==> src/rtl/bist_pkg.sv <==
// Shared definitions for the BIST command sequencer.
// Provides the opcode values, the 2-bit sequencer state encoding and the
// default field widths used by the interface, the top level and the counter.
package bist_pkg;

  // Default field widths
  localparam int SEL_W_DEF = 4;
  localparam int OP_W_DEF  = 4;
  localparam int CYC_W_DEF = 8;

  // Opcodes carried in the upper field of the command word
  localparam int OP_END    = 0;
  localparam int OP_RUN    = 1;
  localparam int OP_RESULT = 2;

  typedef enum logic [1:0] {
    ST_IDLE   = 2'd0,
    ST_RUN    = 2'd1,
    ST_RESULT = 2'd2,
    ST_DONE   = 2'd3
  } state_t;

endpackage

==> src/rtl/bist_command_sequencer_if.sv <==
// Command handshake between the JTAG-side issuer and the sequencer.
//   cmd_in    : {opcode, select} command word
//   run_len   : RUN length, sampled when the command is accepted
//   cmd_valid : command present, held until accepted
//   cmd_ready : sequencer accepts a command this cycle
// master = command issuer, slave = sequencer.
interface bist_command_sequencer_if
  import bist_pkg::*;
#(
  parameter int SEL_W = SEL_W_DEF,
  parameter int OP_W  = OP_W_DEF,
  parameter int CYC_W = CYC_W_DEF
);
  localparam int CMD_W = OP_W + SEL_W;

  logic [CMD_W-1:0] cmd_in;
  logic [CYC_W-1:0] run_len;
  logic             cmd_valid;
  logic             cmd_ready;

  modport master (output cmd_in, output run_len, output cmd_valid, input cmd_ready);
  modport slave  (input cmd_in, input run_len, input cmd_valid, output cmd_ready);

endinterface

==> src/rtl/bist_run_counter.sv <==
// Loadable down-counter that times the RUN phase.
//   clk, rst_n : clock, asynchronous active-low reset
//   load       : load load_val (takes effect at the next edge)
//   en         : decrement by one; saturates at zero
//   clr        : force the count to zero; highest priority
//   load_val   : value to load
//   last       : count currently equals one (final enabled cycle)
module bist_run_counter
  import bist_pkg::*;
#(
  parameter int CYC_W = CYC_W_DEF
) (
  input  logic             clk,
  input  logic             rst_n,
  input  logic             load,
  input  logic             en,
  input  logic             clr,
  input  logic [CYC_W-1:0] load_val,
  output logic             last
);

  logic [CYC_W-1:0] count_reg;

  always_ff @(posedge clk or negedge rst_n) begin
    if (!rst_n) begin
      count_reg <= '0;
    end else if (clr) begin
      count_reg <= '0;
    end else if (load) begin
      count_reg <= load_val;
    end else if (en && (count_reg != '0)) begin
      count_reg <= count_reg - CYC_W'(1);
    end
  end

  assign last = (count_reg == CYC_W'(1));

endmodule

==> src/rtl/bist_command_sequencer.sv <==
// BIST command sequencer: accepts {opcode, select} commands over a
// valid/ready handshake and drives the clock enable of the selected logic
// block for a programmed number of cycles, strobes result capture, holds a
// sticky end-of-test flag and reports unknown opcodes.
//   clk, rst_n   : clock, asynchronous active-low reset
//   cmd          : command handshake (slave side)
//   abort        : synchronous abort, returns to IDLE and blocks acceptance
//   To_Logic_X   : selected logic block
//   log_clk_en   : clock enable to the selected block
//   log_res_flag : one-cycle result-capture strobe
//   End_flag     : sticky end-of-test flag
//   run_done     : one-cycle pulse after a RUN completes
//   illegal_cmd  : one-cycle pulse for an unknown opcode
//   busy         : sequencer is in RUN or RESULT
module bist_command_sequencer
  import bist_pkg::*;
#(
  parameter int SEL_W = SEL_W_DEF,
  parameter int OP_W  = OP_W_DEF,
  parameter int CYC_W = CYC_W_DEF
) (
  input  logic                        clk,
  input  logic                        rst_n,
  bist_command_sequencer_if.slave     cmd,
  input  logic                        abort,
  output logic [SEL_W-1:0]            To_Logic_X,
  output logic                        log_clk_en,
  output logic                        log_res_flag,
  output logic                        End_flag,
  output logic                        run_done,
  output logic                        illegal_cmd,
  output logic                        busy
);

  localparam int CMD_W = OP_W + SEL_W;
  localparam logic [OP_W-1:0] OPC_END    = OP_W'(OP_END);
  localparam logic [OP_W-1:0] OPC_RUN    = OP_W'(OP_RUN);
  localparam logic [OP_W-1:0] OPC_RESULT = OP_W'(OP_RESULT);

  state_t           state_reg;
  logic [OP_W-1:0]  opcode;
  logic [SEL_W-1:0] select;
  logic             accept;
  logic             cnt_load;
  logic             cnt_last;

  assign opcode = cmd.cmd_in[CMD_W-1:SEL_W];
  assign select = cmd.cmd_in[SEL_W-1:0];

  // Only combinational output: ready in the command-taking states, masked by abort.
  assign cmd.cmd_ready = ((state_reg == ST_IDLE) || (state_reg == ST_DONE)) && !abort;
  assign accept        = cmd.cmd_valid && cmd.cmd_ready;

  // A zero-length RUN never enters RUN, so the counter is only loaded for N>0.
  assign cnt_load = accept && (opcode == OPC_RUN) && (cmd.run_len != '0);

  bist_run_counter #(.CYC_W(CYC_W)) u_run_counter (
    .clk      (clk),
    .rst_n    (rst_n),
    .load     (cnt_load),
    .en       (state_reg == ST_RUN),
    .clr      (abort),
    .load_val (cmd.run_len),
    .last     (cnt_last)
  );

  always_ff @(posedge clk or negedge rst_n) begin
    if (!rst_n) begin
      state_reg    <= ST_IDLE;
      To_Logic_X   <= '0;
      log_clk_en   <= 1'b0;
      log_res_flag <= 1'b0;
      End_flag     <= 1'b0;
      run_done     <= 1'b0;
      illegal_cmd  <= 1'b0;
      busy         <= 1'b0;
    end else begin
      // Pulse outputs default low every cycle
      run_done     <= 1'b0;
      illegal_cmd  <= 1'b0;
      log_res_flag <= 1'b0;
      if (abort) begin
        state_reg  <= ST_IDLE;
        log_clk_en <= 1'b0;
        End_flag   <= 1'b0;
        busy       <= 1'b0;
      end else begin
        case (state_reg)
          ST_IDLE, ST_DONE: begin
            if (accept) begin
              case (opcode)
                OPC_RUN: begin
                  To_Logic_X <= select;
                  End_flag   <= 1'b0;
                  if (cmd.run_len == '0) begin
                    state_reg <= ST_IDLE;
                    run_done  <= 1'b1;
                  end else begin
                    state_reg  <= ST_RUN;
                    log_clk_en <= 1'b1;
                    busy       <= 1'b1;
                  end
                end
                OPC_RESULT: begin
                  state_reg    <= ST_RESULT;
                  log_res_flag <= 1'b1;
                  busy         <= 1'b1;
                  End_flag     <= 1'b0;
                end
                OPC_END: begin
                  state_reg  <= ST_DONE;
                  End_flag   <= 1'b1;
                  To_Logic_X <= '0;
                end
                // Unknown opcode leaves state and End_flag untouched
                default: illegal_cmd <= 1'b1;
              endcase
            end
          end
          ST_RUN: begin
            if (cnt_last) begin
              state_reg  <= ST_IDLE;
              log_clk_en <= 1'b0;
              busy       <= 1'b0;
              run_done   <= 1'b1;
            end
          end
          ST_RESULT: begin
            state_reg <= ST_IDLE;
            busy      <= 1'b0;
          end
          default: state_reg <= ST_IDLE;
        endcase
      end
    end
  end

endmodule

==> src/flat_wrapper.sv <==
// flat-port wrapper written by rule: the top's interface ports become plain ports
module bist_command_sequencer_flat import bist_pkg::*;
#(
  parameter int SEL_W = SEL_W_DEF,
  parameter int OP_W  = OP_W_DEF,
  parameter int CYC_W = CYC_W_DEF
)
  (clk, rst_n, abort, To_Logic_X, log_clk_en, log_res_flag, End_flag, run_done, illegal_cmd, busy, cmd_cmd_in, cmd_run_len, cmd_cmd_valid, cmd_cmd_ready);
  bist_command_sequencer_if #(.SEL_W(SEL_W), .OP_W(OP_W), .CYC_W(CYC_W)) cmd_i ();
  input  logic clk;
  input  logic rst_n;
  input  logic abort;
  output logic [SEL_W-1:0] To_Logic_X;
  output logic log_clk_en;
  output logic log_res_flag;
  output logic End_flag;
  output logic run_done;
  output logic illegal_cmd;
  output logic busy;
  input wire logic [$bits(cmd_i.cmd_in)-1:0] cmd_cmd_in;
  input wire logic [$bits(cmd_i.run_len)-1:0] cmd_run_len;
  input wire logic [$bits(cmd_i.cmd_valid)-1:0] cmd_cmd_valid;
  output wire logic [$bits(cmd_i.cmd_ready)-1:0] cmd_cmd_ready;
  assign cmd_i.cmd_in = cmd_cmd_in;
  assign cmd_i.run_len = cmd_run_len;
  assign cmd_i.cmd_valid = cmd_cmd_valid;
  assign cmd_cmd_ready = cmd_i.cmd_ready;
  bist_command_sequencer #(.SEL_W(SEL_W), .OP_W(OP_W), .CYC_W(CYC_W)) u_core (.clk(clk), .rst_n(rst_n), .cmd(cmd_i), .abort(abort), .To_Logic_X(To_Logic_X), .log_clk_en(log_clk_en), .log_res_flag(log_res_flag), .End_flag(End_flag), .run_done(run_done), .illegal_cmd(illegal_cmd), .busy(busy));
endmodule
==> config.mk <==
export PLATFORM = sky130hd
export DESIGN_NAME = bist_command_sequencer_flat
export DESIGN_NICKNAME = d
export VERILOG_FILES = /design/src/rtl/bist_pkg.sv /design/src/rtl/bist_command_sequencer_if.sv /design/src/rtl/bist_run_counter.sv /design/src/rtl/bist_command_sequencer.sv /design/src/flat_wrapper.sv
export SDC_FILE = /design/constraint.sdc
export NUM_CORES = 1
export LEC_CHECK = 0
export CAP_MARGIN = 40
export CORE_MARGIN = 3
export CORE_UTILIZATION = 35
export DETAILED_ROUTE_END_ITERATION = 10
export GPL_TIMING_DRIVEN = 0
export MAX_ROUTING_LAYER = met4
export PLACE_DENSITY = 0.7
export RECOVER_POWER = 50
export SLEW_MARGIN = 20
export SYNTH_ARGS = -nofsm -noshare
export SYNTH_HDL_FRONTEND = slang
export SYNTH_HIERARCHICAL = 1
export SYNTH_SLANG_ARGS = --single-unit
export TNS_END_PERCENT = 50
==> constraint.sdc <==
create_clock -name clk -period 2.75 [get_ports clk]
set_input_delay 0.275 -clock clk [delete_from_list [all_inputs] [get_ports clk]]
set_output_delay 0.275 -clock clk [all_outputs]
set_load 0.01 [all_outputs]
==> flow_metrics.tcl, run 1 <==
set metrics [dict create \
    antenna_cells 0 \
    critical_path_class "reg -> reg" \
    final_cells 220 \
    critical_path_required_ns 2.90 \
    synth-simple-area-share_pct 29.3 \
    die_h_um 66.6 \
    dieArea_mm2 0.00444 \
    ios 31 \
    num-nets-final 200 \
    ys_warn_count 6 \
    power.total_uw 734 \
    netlist_area_mm2 0.00129 \
    netlist_instances 139 \
    critical_path.max_fanout 10 \
    rows 21 \
    drc_errors 0 \
    final_util_pct 49.7 \
    drt-initial-drc-count 63 \
    start_util_pct 37.4 \
    yosys.area_share.xor_xnor_pct 1.36 \
    grt_start_max_net_pins 16 \
    cts-root-buf "clkbuf_8" \
    r2r_cells 10 \
    synth-seq-area-share_pct 38.9 \
    synthTopCellsByArea "dfrtp_1 39%, ha_1 4.9%, nand2_1 3.8%, inv_1 3.5%, nor4_4 3.3%" \
    synth-compound-area-share_pct 19.7 \
    synth_edf_count 0 \
    timing.fmax_mhz 395 \
    syn_avg_cell_area_um2 9.25 \
    internal-power_uw 537 \
    preCtsSetupSlack_ns -0.0434 \
    status "finished clean" \
    dp_hpwl_um 2470 \
    drtAntennaViolNets 0 \
    clkPwrFrac_pct 30.8 \
    combPwrFrac_pct 24.5 \
    grtUsageTotal_pct 16.6 \
    syn_to_final_growth_pct 33.1 \
    yosysTopAreaCell "dfrtp_1" \
    critPathLaunchType "flip-flop" \
    gpl.final_weighted_congestion 0.870 \
    cap_violations 0 \
    whs_ns 0.313 \
    netSwitchingFraction_pct 26.8 \
    viasPerCell 5.37 \
    p_per_area_mw_per_mm2 429 \
    die_w_um 66.6 \
    setup_viol_count_final 0 \
    grt_pass1_wl_um 5460 \
    grt_overflow 0 \
    p_seq_share_pct 44.7 \
    r2r_start "u_core/state_reg[0]" \
    routed_wl_um 3150 \
    rsz0062_at_grt "false" \
    synthMuxAreaShare_pct 0.778 \
    core-area_mm2 0.00344 \
    vdd_drop_max_mv 0.192 \
    clockBufferDepth 2 \
    cts_tree "yes" \
    syn-num-nets 164 \
    dp_cells 216 \
    power.switching_uw 197 \
    drt_pass1_iterations 4 \
    layout-drive-gt1-share_pct 11.5 \
    period_needed_ns 2.53 \
    wl_per_cell_um 14.3 \
    worstSetupEndpointType "flip-flop" \
    hold_viol 0 \
    port_buffers 30 \
    fill_cells 326 \
    async_flop_share_pct 100 \
    synth_top_area_share_pct 38.9 \
    worst_pin_slew_ns 0.885 \
    ys_types 45 \
    cts.htree.levels 1 \
    postCtsSetupRepairBufs 0 \
    antenna_found_initial 0 \
    period_share_pct 92.0 \
    ff2ff_setup_slack_ns 0.22 \
    synth_top_family_by_area "simple AND/OR/NAND/NOR gates" \
    largest_reg_flops 8 \
    synthAdderAreaFrac_pct 4.86 \
    arrival_ns 2.68 \
    r2r-end "u_core/u_run_counter/count_reg[1]" \
    clock_skew_ns 0.00265 \
    drv_slew 0 \
    cts_buffers 3 \
    leakage_nw 0.693 \
    synth-main-ff-cell "dfrtp_1" \
    clock-sinks 20 \
    setup_slack_ns 0.220 \
    clock_latency_ns 0.26 \
    slew_headroom_pct 41.0 \
    ys_seq_elements 20 \
    min_path_type "in -> async" \
    clk_pin_slew_worst_paths_ns 0.08 \
    grt_pass1_vias 1179 \
    vias 1182 \
]
power groups by stage:
| stage | Clock [mW] | Combinational (mW) | Sequential, mW |
|---|---|---|---|
| floorplan | 0 | 0.0753 | 0.342 |
| global placement | 0 | 0.181 | 0.333 |
| detailed placement | 0 | 0.186 | 0.335 |
| CTS | 0.234 | 0.187 | 0.329 |
| global route | 0.248 | 0.199 | 0.331 |
| finish | 0.226 | 0.180 | 0.328 |
critical path, cell delays in order (launching register included):
cell,delay (ns)
dfrtp_1,0.36
inv_1,0.06
ha_1,0.42
nand4bb_2,0.18
nor3_2,0.18
buf_4,0.20
and3_1,0.22
clkbuf_2,0.22
nor2_1,0.12
and2_1,0.21
a22o_1,0.24
per-stage QoR:
| stage | TNS [ns] | cell area (um2) |
|---|---|---|
| 2_1_floorplan | 0 | 1290 |
| 3_3_place_gp | -0.0685 | 1640 |
| 3_5_place_dp | -0.0953 | 1660 |
| 4_1_cts | 0 | 1710 |
| 5_1_grt | 0 | 1710 |
| 6_report | 0 | 1710 |
cells by family (layout without fill, tap and decap cells):
| logic type | count (synthesis) | count (layout) |
|---|---|---|
| DFF | 20 | 20 |
| and+or+nand+nor | 60 | 60 |
| xor gates and xnor gates | 2 | 2 |
| adders and majority gates | 5 | 5 |
| muxes | 1 | 1 |
| AOI/OAI and AO/OA | 35 | 35 |
| buffers and inverters | 16 | 51 |
layer usage:
layer | up-vias | routed length [um] | global-route usage, %
met5 | - | 0 | -
met4 | 0 | 79 | 8.12
met3 | 10 | 176 | 3.04
met2 | 44 | 1480 | 26.4
met1 | 547 | 1410 | 20.1
li1 | 581 | - | -
cell type report:
type	instances	area (um2)	share of cell area, %
plain buffers	4	21.3	1.24
multi-input cells	103	728	42.5
inverters	12	45.0	2.63
repair buffers	31	304	17.8
well taps	46	57.6	3.36
flip-flops and latches	20	500	29.2
clock buffers	4	55.1	3.22
timing repair:
action / CTS / global route
setup endpoints to repair: 0 / 6
resized for setup: 0 / 3
hold buffers: 0 / 0
cell usage in the layout (no fill, tap or decap), drive strengths merged, types with 5 or more instances in the layout:
master,n
a21oi,5
o21ai,9
nor3,6
clkdlybuf4s50,24
nand3,8
nor2,10
inv,12
clkbuf,7
nand2,13
dlygate4sd3,6
dfrtp,20
ha,5
synthesized netlist by cell type (2+ instances only):
| master | number |
|---|---|
| dfrtp_1 | 20 |
| nor3_2 | 2 |
| o21ai_0 | 5 |
| a211oi_1 | 2 |
| clkbuf_1 | 2 |
| o32ai_1 | 3 |
| a22o_1 | 2 |
| nor4_4 | 2 |
| or3_1 | 2 |
| nand3_1 | 8 |
| a32o_1 | 3 |
| a21oi_1 | 5 |
| nor2b_1 | 2 |
| nor2_1 | 10 |
| ha_1 | 5 |
| inv_1 | 12 |
| nor3_1 | 4 |
| nand2_1 | 13 |
| nand2b_1 | 3 |
| a31oi_1 | 3 |
| o21ai_1 | 4 |
| xnor2_1 | 2 |
| nand4_1 | 2 |
| o21bai_1 | 2 |
worst max-delay path by stage:
stage	start	endpoint	slack [ns]	cells after the start
finish	u_core/state_reg[0]	u_core/u_run_counter/count_reg[1]	0.22	10
global placement	abort	u_core/u_run_counter/count_reg[1]	-0.04	9
floorplan	u_core/state_reg[1]	u_core/u_run_counter/count_reg[1]	0.47	9
global route	u_core/state_reg[0]	u_core/u_run_counter/count_reg[1]	0.03	10
detailed placement	abort	u_core/u_run_counter/count_reg[1]	-0.04	9
CTS	u_core/state_reg[0]	u_core/u_run_counter/count_reg[1]	0.08	10
Note: power is estimated with default switching activity, not from simulation.
==> run 2: changes to the inputs <==
Settings changed: CAP_MARGIN 40 to unset.
==> flow_metrics.tcl, run 2 (synthesis gave the netlist of run 1 again) <==
set metrics [dict create \
    syn_to_final_growth_pct 32.8 \
    clk_pin_slew_worst_paths_ns 0.07 \
    drt-initial-drc-count 50 \
    critical_path_required_ns 2.90 \
    hold_viol 0 \
    min_path_type "reg -> reg" \
    layout_common_cells "24 x clkdlybuf4s50_1, 20 x dfrtp_1, 13 x nand2_1, 12 x inv_1, 10 x nor2_1" \
    r2r_start "u_core/state_reg[0]" \
    worstHoldEndpoint "u_core/End_flag" \
    routed_wl_um 3090 \
    multi_input_area_um2 728 \
    rows 21 \
    grt_pass1_vias 1166 \
    p_per_area_mw_per_mm2 428 \
    r2r-end "u_core/u_run_counter/count_reg[1]" \
    final_cells 219 \
    antenna_found_initial 0 \
    cts_tree "yes" \
    antenna_cells 0 \
    drt_pass1_iterations 4 \
    critPathLaunchType "flip-flop" \
    grtUsageTotal_pct 15.6 \
    viasPerCell 5.51 \
    final-seq-area_um2 500 \
    clock_skew_ns 0.00167 \
    start_util_pct 37.4 \
    vdd_drop_max_mv 0.160 \
    vias 1206 \
    hold_depth 2 \
    postCtsSetupRepairBufs 0 \
    r2r_cells 10 \
    num-nets-final 199 \
    gpl.final_weighted_congestion 0.870 \
    clock-sinks 20 \
    grt_overflow 0 \
    rsz0062_at_grt "false" \
    die_w_um 66.6 \
    drv_slew 0 \
    core-area_mm2 0.00344 \
    layout-drive-gt1-share_pct 11.6 \
    cts_buffers 3 \
    slew_headroom_pct 38.1 \
    dp_cells 215 \
    timing.fmax_mhz 397 \
    worst_pin_slew_ns 0.926 \
    max_stage_delay_ns 0.42 \
    period_needed_ns 2.52 \
    critPathSlowestCell "ha_1" \
    ios 31 \
    whs_ns 0.523 \
    ff2ff_setup_slack_ns 0.23 \
    setup_viol_count_final 0 \
    hold_path_startpoint "u_core/End_flag" \
    port_buffers 30 \
    arrival_ns 2.66 \
    critical_path.max_fanout 10 \
    drtAntennaViolNets 0 \
    period_share_pct 91.6 \
    clockBufferDepth 2 \
    grt_start_max_net_pins 21 \
    die_h_um 66.6 \
    cts.htree.levels 1 \
    cts-hold-fix-buffers 0 \
    dp_hpwl_um 2430 \
    worstSetupEndpointType "flip-flop" \
    leakage_nw 0.691 \
    fill_cells 322 \
    cap_violations 0 \
    status "finished clean" \
    largest_reg_flops 8 \
    grt_pass1_wl_um 5160 \
    layout_commonest_cell "clkdlybuf4s50_1" \
    critical_path_class "reg -> reg" \
    drc_errors 0 \
    cts_resized 0 \
    wl_per_cell_um 14.1 \
    crit_path_cell_trace "inv_1, ha_1, nand4bb_2, nor3_2, buf_4, and3_1, clkbuf_2, nor2_1, and2_1, a22o_1" \
    dieArea_mm2 0.00444 \
    cts-root-buf "clkbuf_8" \
    clock_latency_ns 0.25 \
]
-- run 2: cell count changes in the layout (fill, tap and decap cells not counted) --
| cell | change |
|---|---|
| clkbuf_1 | -1 |
-- run 2: critical path: cells and delay by family, from the launching register on --
kind,cells,cell delay (ns)
buffers and inverters,3,0.49
adders and majority gates,1,0.42
and+or+nand+nor,5,0.89
DFF,1,0.36
AOI/OAI and AO/OA,1,0.24
-- run 2: worst max path at each step --
stage	slack (ns)	cells after the start	endpoint	start
after floorplan	0.47	9	u_core/u_run_counter/count_reg[1]	u_core/state_reg[1]
after global placement	-0.04	9	u_core/u_run_counter/count_reg[1]	abort
after detailed placement	-0.08	9	u_core/u_run_counter/count_reg[1]	abort
after CTS	0.06	10	u_core/u_run_counter/count_reg[1]	u_core/state_reg[0]
after global routing	0.05	10	u_core/u_run_counter/count_reg[1]	u_core/state_reg[0]
final	0.23	10	u_core/u_run_counter/count_reg[1]	u_core/state_reg[0]
-- run 2: power by group --
part	switching [mW]	leakage (nW)	internal, mW	total (mW)
logic	0.0863	0.392	0.0935	0.180
clock network	0.0965	0.0288	0.127	0.224
registers	0.0120	0.271	0.316	0.328
total	0.195	0.691	0.537	0.731
-- run 2: area by class of cell --
class                      instances  share of cell area (%)
clock buffer                       4                    3.22
sequential                        20                    29.3
inverter                          12                    2.64
multi-input combinational        103                    42.6
timing repair buffer              30                    17.6
tap                               46                    3.37
buffer                             4                    1.25
-- run 2: layer usage --
layer  wire, um  part of all wire, %  track usage, %  up-vias
met1       1320                   43            18.3      584
li1           -                    -               -      586
met4         31                  1.0            8.12        0
met3        170                  5.5            3.20        4
met5          0                    0               -        -
met2       1570                   51            25.2       32
-- run 2: through the flow --
stage	power (mW)	area (um2)	worst slack [ns]	utilization (%)	setup TNS, ns
detailed placement	0.518	1640	-0.0784	47.8	-0.189
finish	0.731	1710	0.232	49.6	0
global placement	0.514	1640	-0.0365	47.8	-0.0685
floorplan	0.417	1290	0.468	-	0
global route	0.774	1710	0.0528	49.6	0
CTS	0.744	1700	0.0645	49.4	0
